`config.mk`:
```
export PLATFORM = sky130hd
export DESIGN_NAME = axi4_lite_mst_arbiter_flat
export DESIGN_NICKNAME = d
export VERILOG_FILES = /design/src/rtl/axi4_lite_pkg.sv /design/src/rtl/axi4_lite_if.sv /design/src/rtl/rr_arbiter.sv /design/src/rtl/axi4_lite_mst_arbiter.sv /design/src/flat_wrapper.sv
export SDC_FILE = /design/constraint.sdc
export NUM_CORES = 1
export LEC_CHECK = 0
export ABC_AREA = 0
export BUFFER_PORTS_ARGS = -buffer_cell sky130_fd_sc_hd__buf_2
export CAP_MARGIN = 20
export CORE_UTILIZATION = 42
export DETAILED_ROUTE_END_ITERATION = 10
export PLACE_DENSITY = 0.8
export SLEW_MARGIN = 20
export SYNTH_ARGS = -nofsm -noshare
export SYNTH_HDL_FRONTEND = slang
export SYNTH_SLANG_ARGS = --single-unit
```
`constraint.sdc`:
```
create_clock -name i_clk -period 1.9 [get_ports i_clk]
set_input_delay 0.19 -clock i_clk [delete_from_list [all_inputs] [get_ports i_clk]]
set_output_delay 0.19 -clock i_clk [all_outputs]
set_load 0.01 [all_outputs]
```
`src/rtl/axi4_lite_pkg.sv`:
```
// Shared AXI4-Lite types: response codes and the master arbiter FSM state.
package axi4_lite_pkg;

  localparam int AXI4_LITE_MAX_REQ = 8;

  typedef enum logic [1:0] {
    AXI4_RESP_OKAY   = 2'b00,
    AXI4_RESP_EXOKAY = 2'b01,
    AXI4_RESP_SLVERR = 2'b10,
    AXI4_RESP_DECERR = 2'b11
  } axi4_resp_t;

  typedef enum logic [2:0] {
    ARB_IDLE,
    ARB_WR,
    ARB_WR_RESP,
    ARB_RD,
    ARB_RD_DATA,
    ARB_RSP
  } arb_state_t;

endpackage

```
`src/rtl/axi4_lite_if.sv`:
```
// AXI4-Lite bus bundle with master and slave views.
interface axi4_lite_if #(
  parameter int ADDR_BIT_WIDTH = 4,
  parameter int DATA_BIT_WIDTH = 32
);
  logic [ADDR_BIT_WIDTH-1:0]   awaddr;
  logic [2:0]                  awprot;
  logic                        awvalid;
  logic                        awready;
  logic [DATA_BIT_WIDTH-1:0]   wdata;
  logic [DATA_BIT_WIDTH/8-1:0] wstrb;
  logic                        wvalid;
  logic                        wready;
  logic [1:0]                  bresp;
  logic                        bvalid;
  logic                        bready;
  logic [ADDR_BIT_WIDTH-1:0]   araddr;
  logic [2:0]                  arprot;
  logic                        arvalid;
  logic                        arready;
  logic [DATA_BIT_WIDTH-1:0]   rdata;
  logic [1:0]                  rresp;
  logic                        rvalid;
  logic                        rready;

  modport mst_port (
    output awaddr, awprot, awvalid, wdata, wstrb, wvalid, bready,
    output araddr, arprot, arvalid, rready,
    input  awready, wready, bresp, bvalid, arready, rdata, rresp, rvalid
  );

  modport slv_port (
    input  awaddr, awprot, awvalid, wdata, wstrb, wvalid, bready,
    input  araddr, arprot, arvalid, rready,
    output awready, wready, bresp, bvalid, arready, rdata, rresp, rvalid
  );
endinterface

```
`src/rtl/rr_arbiter.sv`:
```
// Combinational round-robin pick: first request at or after ptr, wrapping.
module rr_arbiter #(
  parameter int N_REQ = 2,
  parameter int IDX_W = 1
) (
  input  logic [N_REQ-1:0] req,
  input  logic [IDX_W-1:0] ptr,
  output logic [N_REQ-1:0] gnt_oh,
  output logic [IDX_W-1:0] gnt_idx,
  output logic             gnt_any
);
  logic [N_REQ-1:0] masked;
  logic [N_REQ-1:0] src;

  // Requests at/above the pointer win; otherwise wrap to the lowest index.
  always_comb begin
    masked = '0;
    for (int k = 0; k < N_REQ; k++) masked[k] = req[k] && (k >= int'(ptr));
    src     = (|masked) ? masked : req;
    gnt_oh  = '0;
    gnt_idx = '0;
    for (int k = N_REQ - 1; k >= 0; k--) begin
      if (src[k]) begin
        gnt_oh    = '0;
        gnt_oh[k] = 1'b1;
        gnt_idx   = IDX_W'(k);
      end
    end
  end

  assign gnt_any = |req;
endmodule

```
`src/rtl/axi4_lite_mst_arbiter.sv`:
```
// N-requester AXI4-Lite master: one single-beat transaction at a time.
// AXI4_LITE_MST_ARB_FIXED_PRIO_EN selects fixed priority (lowest index) instead of round-robin.
module axi4_lite_mst_arbiter
  import axi4_lite_pkg::*;
#(
  parameter int N_REQ          = 2,
  parameter int ADDR_BIT_WIDTH = 4,
  parameter int DATA_BIT_WIDTH = 32
) (
  input  logic                              i_clk,
  input  logic                              i_sync_rst_n,
  input  logic [N_REQ-1:0]                  i_req_valid,
  output logic [N_REQ-1:0]                  o_req_ready,
  input  logic [N_REQ-1:0]                  i_req_is_wr,
  input  logic [N_REQ*ADDR_BIT_WIDTH-1:0]   i_req_addr,
  input  logic [N_REQ*DATA_BIT_WIDTH-1:0]   i_req_wdata,
  input  logic [N_REQ*DATA_BIT_WIDTH/8-1:0] i_req_wstrb,
  output logic [N_REQ-1:0]                  o_rsp_valid,
  output logic [DATA_BIT_WIDTH-1:0]         o_rsp_rdata,
  output logic [1:0]                        o_rsp_resp,
  output logic                              o_busy,
  axi4_lite_if.mst_port                     if_m_axi4_lite
);
  localparam int IDX_W  = (N_REQ > 1) ? $clog2(N_REQ) : 1;
  localparam int STRB_W = DATA_BIT_WIDTH / 8;

  if (if_m_axi4_lite.ADDR_BIT_WIDTH != ADDR_BIT_WIDTH) begin : g_addr_w_chk
    $error("ADDR_BIT_WIDTH does not match the AXI4-Lite interface");
  end
  if (if_m_axi4_lite.DATA_BIT_WIDTH != DATA_BIT_WIDTH) begin : g_data_w_chk
    $error("DATA_BIT_WIDTH does not match the AXI4-Lite interface");
  end
  if (N_REQ < 2 || N_REQ > AXI4_LITE_MAX_REQ) begin : g_nreq_chk
    $error("N_REQ must be in 2..8");
  end

  arb_state_t                state_q, state_d;
  logic [IDX_W-1:0]          gnt_q, gnt_d;
  logic [ADDR_BIT_WIDTH-1:0] addr_q, addr_d;
  logic [DATA_BIT_WIDTH-1:0] wdata_q, wdata_d;
  logic [STRB_W-1:0]         wstrb_q, wstrb_d;
  logic                      awvalid_q, awvalid_d, wvalid_q, wvalid_d, bready_q, bready_d;
  logic                      arvalid_q, arvalid_d, rready_q, rready_d;
  logic [DATA_BIT_WIDTH-1:0] rdata_q, rdata_d;
  axi4_resp_t                resp_q, resp_d;

  logic [N_REQ-1:0] pick_oh;
  logic [IDX_W-1:0] pick_idx;
  logic             pick_any;

`ifdef AXI4_LITE_MST_ARB_FIXED_PRIO_EN
  always_comb begin
    pick_oh  = '0;
    pick_idx = '0;
    for (int k = N_REQ - 1; k >= 0; k--) begin
      if (i_req_valid[k]) begin
        pick_oh    = '0;
        pick_oh[k] = 1'b1;
        pick_idx   = IDX_W'(k);
      end
    end
  end
  assign pick_any = |i_req_valid;
`else
  logic [IDX_W-1:0] ptr_q, ptr_d;

  rr_arbiter #(.N_REQ(N_REQ), .IDX_W(IDX_W)) u_rr_arbiter (
    .req     (i_req_valid),
    .ptr     (ptr_q),
    .gnt_oh  (pick_oh),
    .gnt_idx (pick_idx),
    .gnt_any (pick_any)
  );

  always_ff @(posedge i_clk) begin
    if (!i_sync_rst_n) ptr_q <= '0;
    else               ptr_q <= ptr_d;
  end
`endif

  always_comb begin
    state_d     = state_q;
    gnt_d       = gnt_q;
    addr_d      = addr_q;
    wdata_d     = wdata_q;
    wstrb_d     = wstrb_q;
    awvalid_d   = awvalid_q;
    wvalid_d    = wvalid_q;
    bready_d    = bready_q;
    arvalid_d   = arvalid_q;
    rready_d    = rready_q;
    rdata_d     = rdata_q;
    resp_d      = resp_q;
    o_req_ready = '0;
    o_rsp_valid = '0;
`ifndef AXI4_LITE_MST_ARB_FIXED_PRIO_EN
    ptr_d       = ptr_q;
`endif
    unique case (state_q)
      ARB_IDLE: begin
        if (pick_any) begin
          o_req_ready = pick_oh;
          gnt_d       = pick_idx;
          addr_d      = i_req_addr[pick_idx*ADDR_BIT_WIDTH +: ADDR_BIT_WIDTH];
          wdata_d     = i_req_wdata[pick_idx*DATA_BIT_WIDTH +: DATA_BIT_WIDTH];
          wstrb_d     = i_req_wstrb[pick_idx*STRB_W +: STRB_W];
          if (i_req_is_wr[pick_idx]) begin
            state_d   = ARB_WR;
            awvalid_d = 1'b1;
            wvalid_d  = 1'b1;
          end else begin
            state_d   = ARB_RD;
            arvalid_d = 1'b1;
          end
        end
      end
      // AW and W complete independently; leave only when both are done.
      ARB_WR: begin
        if (if_m_axi4_lite.awready) awvalid_d = 1'b0;
        if (if_m_axi4_lite.wready)  wvalid_d  = 1'b0;
        if (!awvalid_d && !wvalid_d) begin
          state_d  = ARB_WR_RESP;
          bready_d = 1'b1;
        end
      end
      ARB_WR_RESP: begin
        if (if_m_axi4_lite.bvalid && bready_q) begin
          resp_d   = axi4_resp_t'(if_m_axi4_lite.bresp);
          rdata_d  = '0;
          bready_d = 1'b0;
          state_d  = ARB_RSP;
        end
      end
      ARB_RD: begin
        if (if_m_axi4_lite.arready) begin
          arvalid_d = 1'b0;
          rready_d  = 1'b1;
          state_d   = ARB_RD_DATA;
        end
      end
      ARB_RD_DATA: begin
        if (if_m_axi4_lite.rvalid && rready_q) begin
          resp_d   = axi4_resp_t'(if_m_axi4_lite.rresp);
          rdata_d  = if_m_axi4_lite.rdata;
          rready_d = 1'b0;
          state_d  = ARB_RSP;
        end
      end
      ARB_RSP: begin
        o_rsp_valid[gnt_q] = 1'b1;
`ifndef AXI4_LITE_MST_ARB_FIXED_PRIO_EN
        ptr_d = (gnt_q == IDX_W'(N_REQ - 1)) ? '0 : gnt_q + 1'b1;
`endif
        state_d = ARB_IDLE;
      end
      default: state_d = ARB_IDLE;
    endcase
    // Grant is combinational from IDLE, so it must also be masked by reset.
    if (!i_sync_rst_n) o_req_ready = '0;
  end

  always_ff @(posedge i_clk) begin
    if (!i_sync_rst_n) begin
      state_q   <= ARB_IDLE;
      gnt_q     <= '0;
      addr_q    <= '0;
      wdata_q   <= '0;
      wstrb_q   <= '0;
      awvalid_q <= 1'b0;
      wvalid_q  <= 1'b0;
      bready_q  <= 1'b0;
      arvalid_q <= 1'b0;
      rready_q  <= 1'b0;
      rdata_q   <= '0;
      resp_q    <= AXI4_RESP_OKAY;
    end else begin
      state_q   <= state_d;
      gnt_q     <= gnt_d;
      addr_q    <= addr_d;
      wdata_q   <= wdata_d;
      wstrb_q   <= wstrb_d;
      awvalid_q <= awvalid_d;
      wvalid_q  <= wvalid_d;
      bready_q  <= bready_d;
      arvalid_q <= arvalid_d;
      rready_q  <= rready_d;
      rdata_q   <= rdata_d;
      resp_q    <= resp_d;
    end
  end

  assign if_m_axi4_lite.awaddr  = addr_q;
  assign if_m_axi4_lite.awprot  = 3'b000;
  assign if_m_axi4_lite.awvalid = awvalid_q;
  assign if_m_axi4_lite.wdata   = wdata_q;
  assign if_m_axi4_lite.wstrb   = wstrb_q;
  assign if_m_axi4_lite.wvalid  = wvalid_q;
  assign if_m_axi4_lite.bready  = bready_q;
  assign if_m_axi4_lite.araddr  = addr_q;
  assign if_m_axi4_lite.arprot  = 3'b000;
  assign if_m_axi4_lite.arvalid = arvalid_q;
  assign if_m_axi4_lite.rready  = rready_q;

  assign o_rsp_rdata = rdata_q;
  assign o_rsp_resp  = resp_q;
  assign o_busy      = (state_q != ARB_IDLE);
endmodule
```
`src/flat_wrapper.sv`:
```
// flat-port wrapper written by rule: the top's interface ports become plain ports
module axi4_lite_mst_arbiter_flat import axi4_lite_pkg::*;
#(
  parameter int N_REQ          = 2,
  parameter int ADDR_BIT_WIDTH = 4,
  parameter int DATA_BIT_WIDTH = 32
)
  (i_clk, i_sync_rst_n, i_req_valid, o_req_ready, i_req_is_wr, i_req_addr, i_req_wdata, i_req_wstrb, o_rsp_valid, o_rsp_rdata, o_rsp_resp, o_busy, if_m_axi4_lite_awaddr, if_m_axi4_lite_awprot, if_m_axi4_lite_awvalid, if_m_axi4_lite_wdata, if_m_axi4_lite_wstrb, if_m_axi4_lite_wvalid, if_m_axi4_lite_bready, if_m_axi4_lite_araddr, if_m_axi4_lite_arprot, if_m_axi4_lite_arvalid, if_m_axi4_lite_rready, if_m_axi4_lite_awready, if_m_axi4_lite_wready, if_m_axi4_lite_bresp, if_m_axi4_lite_bvalid, if_m_axi4_lite_arready, if_m_axi4_lite_rdata, if_m_axi4_lite_rresp, if_m_axi4_lite_rvalid);
  axi4_lite_if #(.ADDR_BIT_WIDTH(ADDR_BIT_WIDTH), .DATA_BIT_WIDTH(DATA_BIT_WIDTH)) if_m_axi4_lite_i ();
  input  logic i_clk;
  input  logic i_sync_rst_n;
  input  logic [N_REQ-1:0] i_req_valid;
  output logic [N_REQ-1:0] o_req_ready;
  input  logic [N_REQ-1:0] i_req_is_wr;
  input  logic [N_REQ*ADDR_BIT_WIDTH-1:0] i_req_addr;
  input  logic [N_REQ*DATA_BIT_WIDTH-1:0] i_req_wdata;
  input  logic [N_REQ*DATA_BIT_WIDTH/8-1:0] i_req_wstrb;
  output logic [N_REQ-1:0] o_rsp_valid;
  output logic [DATA_BIT_WIDTH-1:0] o_rsp_rdata;
  output logic [1:0] o_rsp_resp;
  output logic o_busy;
  output wire logic [$bits(if_m_axi4_lite_i.awaddr)-1:0] if_m_axi4_lite_awaddr;
  output wire logic [$bits(if_m_axi4_lite_i.awprot)-1:0] if_m_axi4_lite_awprot;
  output wire logic [$bits(if_m_axi4_lite_i.awvalid)-1:0] if_m_axi4_lite_awvalid;
  output wire logic [$bits(if_m_axi4_lite_i.wdata)-1:0] if_m_axi4_lite_wdata;
  output wire logic [$bits(if_m_axi4_lite_i.wstrb)-1:0] if_m_axi4_lite_wstrb;
  output wire logic [$bits(if_m_axi4_lite_i.wvalid)-1:0] if_m_axi4_lite_wvalid;
  output wire logic [$bits(if_m_axi4_lite_i.bready)-1:0] if_m_axi4_lite_bready;
  output wire logic [$bits(if_m_axi4_lite_i.araddr)-1:0] if_m_axi4_lite_araddr;
  output wire logic [$bits(if_m_axi4_lite_i.arprot)-1:0] if_m_axi4_lite_arprot;
  output wire logic [$bits(if_m_axi4_lite_i.arvalid)-1:0] if_m_axi4_lite_arvalid;
  output wire logic [$bits(if_m_axi4_lite_i.rready)-1:0] if_m_axi4_lite_rready;
  input wire logic [$bits(if_m_axi4_lite_i.awready)-1:0] if_m_axi4_lite_awready;
  input wire logic [$bits(if_m_axi4_lite_i.wready)-1:0] if_m_axi4_lite_wready;
  input wire logic [$bits(if_m_axi4_lite_i.bresp)-1:0] if_m_axi4_lite_bresp;
  input wire logic [$bits(if_m_axi4_lite_i.bvalid)-1:0] if_m_axi4_lite_bvalid;
  input wire logic [$bits(if_m_axi4_lite_i.arready)-1:0] if_m_axi4_lite_arready;
  input wire logic [$bits(if_m_axi4_lite_i.rdata)-1:0] if_m_axi4_lite_rdata;
  input wire logic [$bits(if_m_axi4_lite_i.rresp)-1:0] if_m_axi4_lite_rresp;
  input wire logic [$bits(if_m_axi4_lite_i.rvalid)-1:0] if_m_axi4_lite_rvalid;
  assign if_m_axi4_lite_awaddr = if_m_axi4_lite_i.awaddr;
  assign if_m_axi4_lite_awprot = if_m_axi4_lite_i.awprot;
  assign if_m_axi4_lite_awvalid = if_m_axi4_lite_i.awvalid;
  assign if_m_axi4_lite_wdata = if_m_axi4_lite_i.wdata;
  assign if_m_axi4_lite_wstrb = if_m_axi4_lite_i.wstrb;
  assign if_m_axi4_lite_wvalid = if_m_axi4_lite_i.wvalid;
  assign if_m_axi4_lite_bready = if_m_axi4_lite_i.bready;
  assign if_m_axi4_lite_araddr = if_m_axi4_lite_i.araddr;
  assign if_m_axi4_lite_arprot = if_m_axi4_lite_i.arprot;
  assign if_m_axi4_lite_arvalid = if_m_axi4_lite_i.arvalid;
  assign if_m_axi4_lite_rready = if_m_axi4_lite_i.rready;
  assign if_m_axi4_lite_i.awready = if_m_axi4_lite_awready;
  assign if_m_axi4_lite_i.wready = if_m_axi4_lite_wready;
  assign if_m_axi4_lite_i.bresp = if_m_axi4_lite_bresp;
  assign if_m_axi4_lite_i.bvalid = if_m_axi4_lite_bvalid;
  assign if_m_axi4_lite_i.arready = if_m_axi4_lite_arready;
  assign if_m_axi4_lite_i.rdata = if_m_axi4_lite_rdata;
  assign if_m_axi4_lite_i.rresp = if_m_axi4_lite_rresp;
  assign if_m_axi4_lite_i.rvalid = if_m_axi4_lite_rvalid;
  axi4_lite_mst_arbiter #(.N_REQ(N_REQ), .ADDR_BIT_WIDTH(ADDR_BIT_WIDTH), .DATA_BIT_WIDTH(DATA_BIT_WIDTH)) u_core (.i_clk(i_clk), .i_sync_rst_n(i_sync_rst_n), .i_req_valid(i_req_valid), .o_req_ready(o_req_ready), .i_req_is_wr(i_req_is_wr), .i_req_addr(i_req_addr), .i_req_wdata(i_req_wdata), .i_req_wstrb(i_req_wstrb), .o_rsp_valid(o_rsp_valid), .o_rsp_rdata(o_rsp_rdata), .o_rsp_resp(o_rsp_resp), .o_busy(o_busy), .if_m_axi4_lite(if_m_axi4_lite_i));
endmodule
```
# Yosys cells after proc, flatten, opt, wreduce, memory -nomap -nowiden

Cells that the tools add are included.

$lt $le $gt $ge: 4
Shifts and indexed selects: 3
$add $sub $neg: 1
Muxes and demuxes: 45
Equal/unequal tests: 12
Reductions and logical operators: 23

Operators by type and width:

| operator                                            | count |
|---|---|
| two-way mux 32 bit                                  | 2 |
| case mux 32 bit (2 select lines)                    | 1 |
| variable part select 64 x 7 -> 32 bit               | 1 |
| two-way mux 1 bit                                   | 20 |
| two-way mux 2 bit                                   | 9 |
| variable part select 8 x 4 -> 4 bit                 | 2 |
| two-way mux 3 bit                                   | 5 |
| case mux 3 bit (5 select lines)                     | 1 |
| AND reduction 3 bit                                 | 4 |
| != test 2 x 1 -> 1 bit (second input constant)      | 5 |
| case mux 1 bit (2 select lines)                     | 5 |
| nonzero test 2 bit                                  | 5 |
| == test 3 x 2 -> 1 bit (second input constant)      | 2 |
| == test 3 bit (second input constant)               | 2 |
| logical AND 1 bit                                   | 5 |
| AND reduction 5 bit                                 | 1 |
| < comparator 1 x 2 -> 1 bit (second input constant) | 2 |
| != test 2 bit (second input constant)               | 2 |
| case mux 2 bit (2 select lines)                     | 1 |
| AND reduction 4 bit                                 | 1 |
| OR reduction 2 bit                                  | 2 |
| == test 3 x 1 -> 1 bit (second input constant)      | 1 |
| logical NOT 3 bit                                   | 1 |
| nonzero test 3 bit                                  | 1 |
| other kinds (6)                                     | 7 |

Register bits after elaboration: 84
Output and inout port bits: 94

# Logic depth before layout (Yosys ltp)

Depth after elaboration: 10
Depth in mapped cells: 6

# Modules after synthesis

Synthesis repeated with hierarchy kept, for this count alone.

Cells, all modules: 348
Area, all modules: 3694.8 um^2

By module, submodules not included:

| module                | seq. area each (um^2) | instances | area an instance (um^2) | cells each |
|---|---|---|---|---|
| axi4_lite_mst_arbiter | 1681.6                | 1         | 3662.3                  | 343 |
| rr_arbiter            | 0.0                   | 1         | 32.5                    | 5 |

# Least setup slack after synthesis

Ideal clock, no wire load.

Kind: reg2reg
Start point: register u_core.state_q[1]
End point: register u_core.rdata_q[0] (netlist: u_core.o_rsp_rdata[0])
Path slack: 0.499 ns
Arrival: 1.284 ns
Stages on the path, launching flop included: 6
Period minus slack after synthesis: 1.401 ns
Library setup time: 0.117 ns
Data required time: 1.783 ns
Path through: dfxtp_1 > nand4b_1 > a21oi_2 > nor2_1 > buf_2 > a22o_1

Longest elaborated chain between the ends: 3

Ends and longest elaborated chain:

| element                                                                              | RTL line                     | RTL |
|---|---|---|
| start, declared                                                                      | axi4_lite_mst_arbiter.sv:37  | `arb_state_t state_q, state_d;` |
| start signal, assigned                                                               | axi4_lite_mst_arbiter.sv:177 | `state_q <= state_d;` |
| == test 3 bit / == test 3 x 2 -> 1 bit (equally long branches)                       | axi4_lite_mst_arbiter.sv:99  | `unique case (state_q)` |
| != test 2 x 1 -> 1 bit (no source line) / nonzero test 2 bit (equally long branches) | n/a                          |  |
| AND reduction 3 bit (no source line)                                                 | n/a                          |  |
| end signal, assigned                                                                 | axi4_lite_mst_arbiter.sv:187 | `rdata_q <= rdata_d;` |
| end, declared                                                                        | axi4_lite_mst_arbiter.sv:44  | `logic [DATA_BIT_WIDTH-1:0] rdata_q, rdata_d;` |

Several ways; a longest one is shown, not always the timed one.
A chain may end at the register's enable or synchronous reset.

# Final worst setup path

Start point: register u_core.state_q[1]
End point: output o_req_ready[0]

Longest elaborated chain between the ends: 3

Ends and longest elaborated chain:

| element           | RTL line                     | RTL |
|---|---|---|
| logical NOT 3 bit | axi4_lite_mst_arbiter.sv:99  |  |
| two-way mux 2 bit | axi4_lite_mst_arbiter.sv:99  |  |
| two-way mux 2 bit | axi4_lite_mst_arbiter.sv:159 | `if (!i_sync_rst_n) o_req_ready = '0;` |
| end, declared     | flat_wrapper.sv:13           | `output logic [N_REQ-1:0] o_req_ready;` |

Every way passes these cells.

==> flow_summary.yaml <==
outcome:
  status: "complete, no violations"
synth:
  ys_top_cells_by_count: "84 x dfxtp_1, 46 x a21oi_1, 43 x mux2i_1, 43 x o21ai_1, 33 x a22o_1"
  synth_top_cell_by_area: "dfxtp_1"
  yosys.area_share.simple_pct: 6.44
  synth-main-ff-cell: "dfxtp_1"
  yosysTopAreaCellShare_pct: 49.2
  synth_xor_area_share_pct: 0
  yosys.area_share.adder_pct: 0
  synth_compound_area_share_pct: 24.7
  synth_most_common_cell: "dfxtp_1"
  ys_ff_latch: 84
  avgSynthCellArea_um2: 9.91
  synth_cell_type_count: 36
  synth_mux_area_share_pct: 12.6
  synthTopCellsByArea: "dfxtp_1 49%, mux2i_1 13%, a22o_1 8.5%"
  synth_warnings: 0
  syn_area_um2: 3420
  synth_top_family_by_area: "compound AO/OA/AOI/OAI gates"
  syn_inst: 345
  seq_area_frac_synth_pct: 49.2
  synth-edff-count: 0
  async_flop_share_pct: 0
setup_path:
  crit_type: "reg -> out"
  path_cells: "buf_4 -> nor3_2 -> nand2_1 -> nor2_1 -> buf_2"
  slowest_stage: "dfxtp_1"
  cp-start-kind: "register"
  critPathTopFamily: "simple AND/OR/NAND/NOR gates"
  critPathRequiredTime_ns: 1.71
  crit_fanout: 6
  slowest_delay_ns: 0.33
  worst-path-buf-inv: 2
  setup.worst_path.end_class: "output port"
  crit_arrival_ns: 1.50
routing:
  num_vias: 3327
  drc_errors: 0
  finalWirelength_um: 9460
  wl_per_cell_um: 14.5
  ant_nets: 0
  vias_per_cell: 5.09
  drt-initial-drc-count: 93
  firstDrtPassIters: 5
die:
  ios: 221
  start_util_pct: 43.8
  rows: 32
  die_area_um2: 8510
  die_h_um: 92.2
  coreArea_um2: 7810
  die_w_um: 92.2
cells_and_area:
  drive_above_1_share_pct: 45.4
  diodes: 0
  fin_cells: 653
  finalNetCount: 673
  area.growth.synth_to_final_pct: 38.7
timing:
  worst_pin_slew_ns: 0.701
  clock_skew_ns: 0.0120
  holdWs_ns: 0.0423
  period_share_pct: 88.9
  fin_ws_ns: 0.212
  setup_viol_count_final: 0
  relSlewSlack_pct: 53.1
  hold_viol_final: 0
  drv_slew: 0
  layout_min_cycle_time_ns: 1.69
  rsz0062_at_grt: "no"
  fmax_mhz: 592
clock_network:
  clock_sink_count: 84
  cts-resized-gates: 1
  holdBufCountCts: 0
  cts_tree: "done"
  clockBufferDepth: 2
  worstSkewPairLatency_ns: 0.35
  cts_setup_buffers: 0
  cts_max_level: 3
  cts_made_buffers: 9
  path_clk_slew_ns: 0.09
  cts-root-buf: "clkbuf_8"
grt:
  grt_antenna_before_repair: 0
  grt_first_pass_wirelength_um: 15000
  overflow: 0
  grt_pass1_vias: 3223
  grt_start_max_net_pins: 63
  grtUsageTotal_pct: 22.2
pwr:
  ir_worst_vdd_v: 0.000614
  power.total_mw: 6.00
  p_leak_nw: 2.52
  powerDensity_nw_per_um2: 1270
place:
  gp_congestion: 0.783
  hpwlAfterDp_um: 6980
  dp.cells: 637
  port_buffers: 214
  preCtsSetupSlack_ns: -0.0889
run:
  cap_violations: 0
worst_hold_path:
  hp-class: "in -> reg"
worst paths after layout:
path,from,endpoint,slack [ns],cells after the start
worst min register to register,u_core.o_rsp_rdata[23]$_SDFFE_PN0P_,u_core.o_rsp_rdata[23]$_SDFFE_PN0P_,0.48,1
worst max-delay path,u_core.state_q[1]$_SDFFE_PN0P_,o_req_ready[0],0.21,5
worst max register to register,u_core.state_q[2]$_SDFFE_PN0P_,u_core.o_rsp_rdata[14]$_SDFFE_PN0P_,0.26,4
worst min-delay path,if_m_axi4_lite_rdata[2],u_core.o_rsp_rdata[2]$_SDFFE_PN0P_,0.04,2
metrics by stage:
| stage | TNS [ns] | util (%) | area [µm²] |
|---|---|---|---|
| after global routing | 0 | 60.7 | 4740 |
| after detailed placement | -2.41 | 58.0 | 4530 |
| after floorplan | 0 | - | 3440 |
| final | 0 | 60.7 | 4740 |
| after CTS | 0 | 60.7 | 4740 |
| after global placement | 0 | 58.0 | 4530 |
kinds of logic (layout without fill, tap and decap cells):
group | count (synthesis) | after routing
and+or+nand+nor | 39 | 39
other | 1 | 6
DFF | 84 | 84
buffers and inverters | 42 | 243
muxes | 43 | 43
AOI/OAI and AO/OA | 136 | 136
layer usage:
metal | global-route usage [%] | vias to the layer above | wire length [µm]
met3 | 6.30 | 11 | 748
li1 | - | 1647 | -
met5 | 0 | - | 0
met4 | 9.11 | 0 | 131
met1 | 25.1 | 1520 | 3880
met2 | 39.0 | 149 | 4700
cell usage in the layout (no fill, tap or decap), types with 2 or more instances in the layout:
| cell | Yosys | final |
|---|---|---|
| inv_2 | 2 | 2 |
| inv_6 | 0 | 3 |
| a211oi_1 | 2 | 2 |
| buf_2 | 17 | 214 |
| buf_12 | 0 | 3 |
| buf_4 | 10 | 4 |
| a22o_1 | 33 | 33 |
| nand3_1 | 4 | 4 |
| nor3_1 | 4 | 4 |
| nand4b_1 | 3 | 3 |
| o21ai_1 | 43 | 42 |
| dfxtp_1 | 84 | 84 |
| nor2_1 | 10 | 9 |
| mux2i_1 | 43 | 43 |
| a21oi_1 | 46 | 46 |
| clkbuf_8 | 0 | 9 |
| inv_1 | 4 | 4 |
| nor2b_4 | 1 | 2 |
| conb_1 | 1 | 6 |
| nand2_1 | 11 | 11 |
| o21a_1 | 2 | 2 |
registers in the layout, summed over array words and instances, names as in the netlist:
register / cells
u_core.o_rsp_rdata: 32
u_core.if_m_axi4_lite.wdata: 32
u_core.gnt_q: 1
u_core.state_q: 3
u_core.if_m_axi4_lite.awvalid: 1
u_core.ptr_q: 1
u_core.if_m_axi4_lite.wvalid: 1
u_core.if_m_axi4_lite.bready: 1
u_core.o_rsp_resp: 2
u_core.if_m_axi4_lite.rready: 1
u_core.if_m_axi4_lite.arvalid: 1
u_core.if_m_axi4_lite.araddr: 4
u_core.if_m_axi4_lite.wstrb: 4
power breakdown:
| part | leakage [nW] | internal (mW) | switching (mW) |
|---|---|---|---|
| registers | 0.688 | 2.20 | 0.268 |
| logic | 1.73 | 0.939 | 1.27 |
| clock network | 0.107 | 0.631 | 0.695 |
| total | 2.52 | 3.77 | 2.24 |
cell type report:
| type | instances | area (µm²) |
|---|---|---|
| Fill cell | 668 | 3070 |
| Sequential cell | 84 | 1680 |
| Multi-Input combinational cell | 224 | 1540 |
| Timing Repair Buffer | 221 | 1160 |
| Tap cell | 102 | 128 |
| Clock buffer | 9 | 124 |
| Clock inverter | 7 | 81.3 |
| Inverter | 6 | 22.5 |
worst register-to-register path, cell delays in order (launching register included):
cell	delay (ns)
dfxtp_1	0.48
nand4b_1	0.17
a21oi_2	0.11
nor2_4	0.56
a22o_1	0.26
Note: power is estimated with default switching activity, not from simulation.
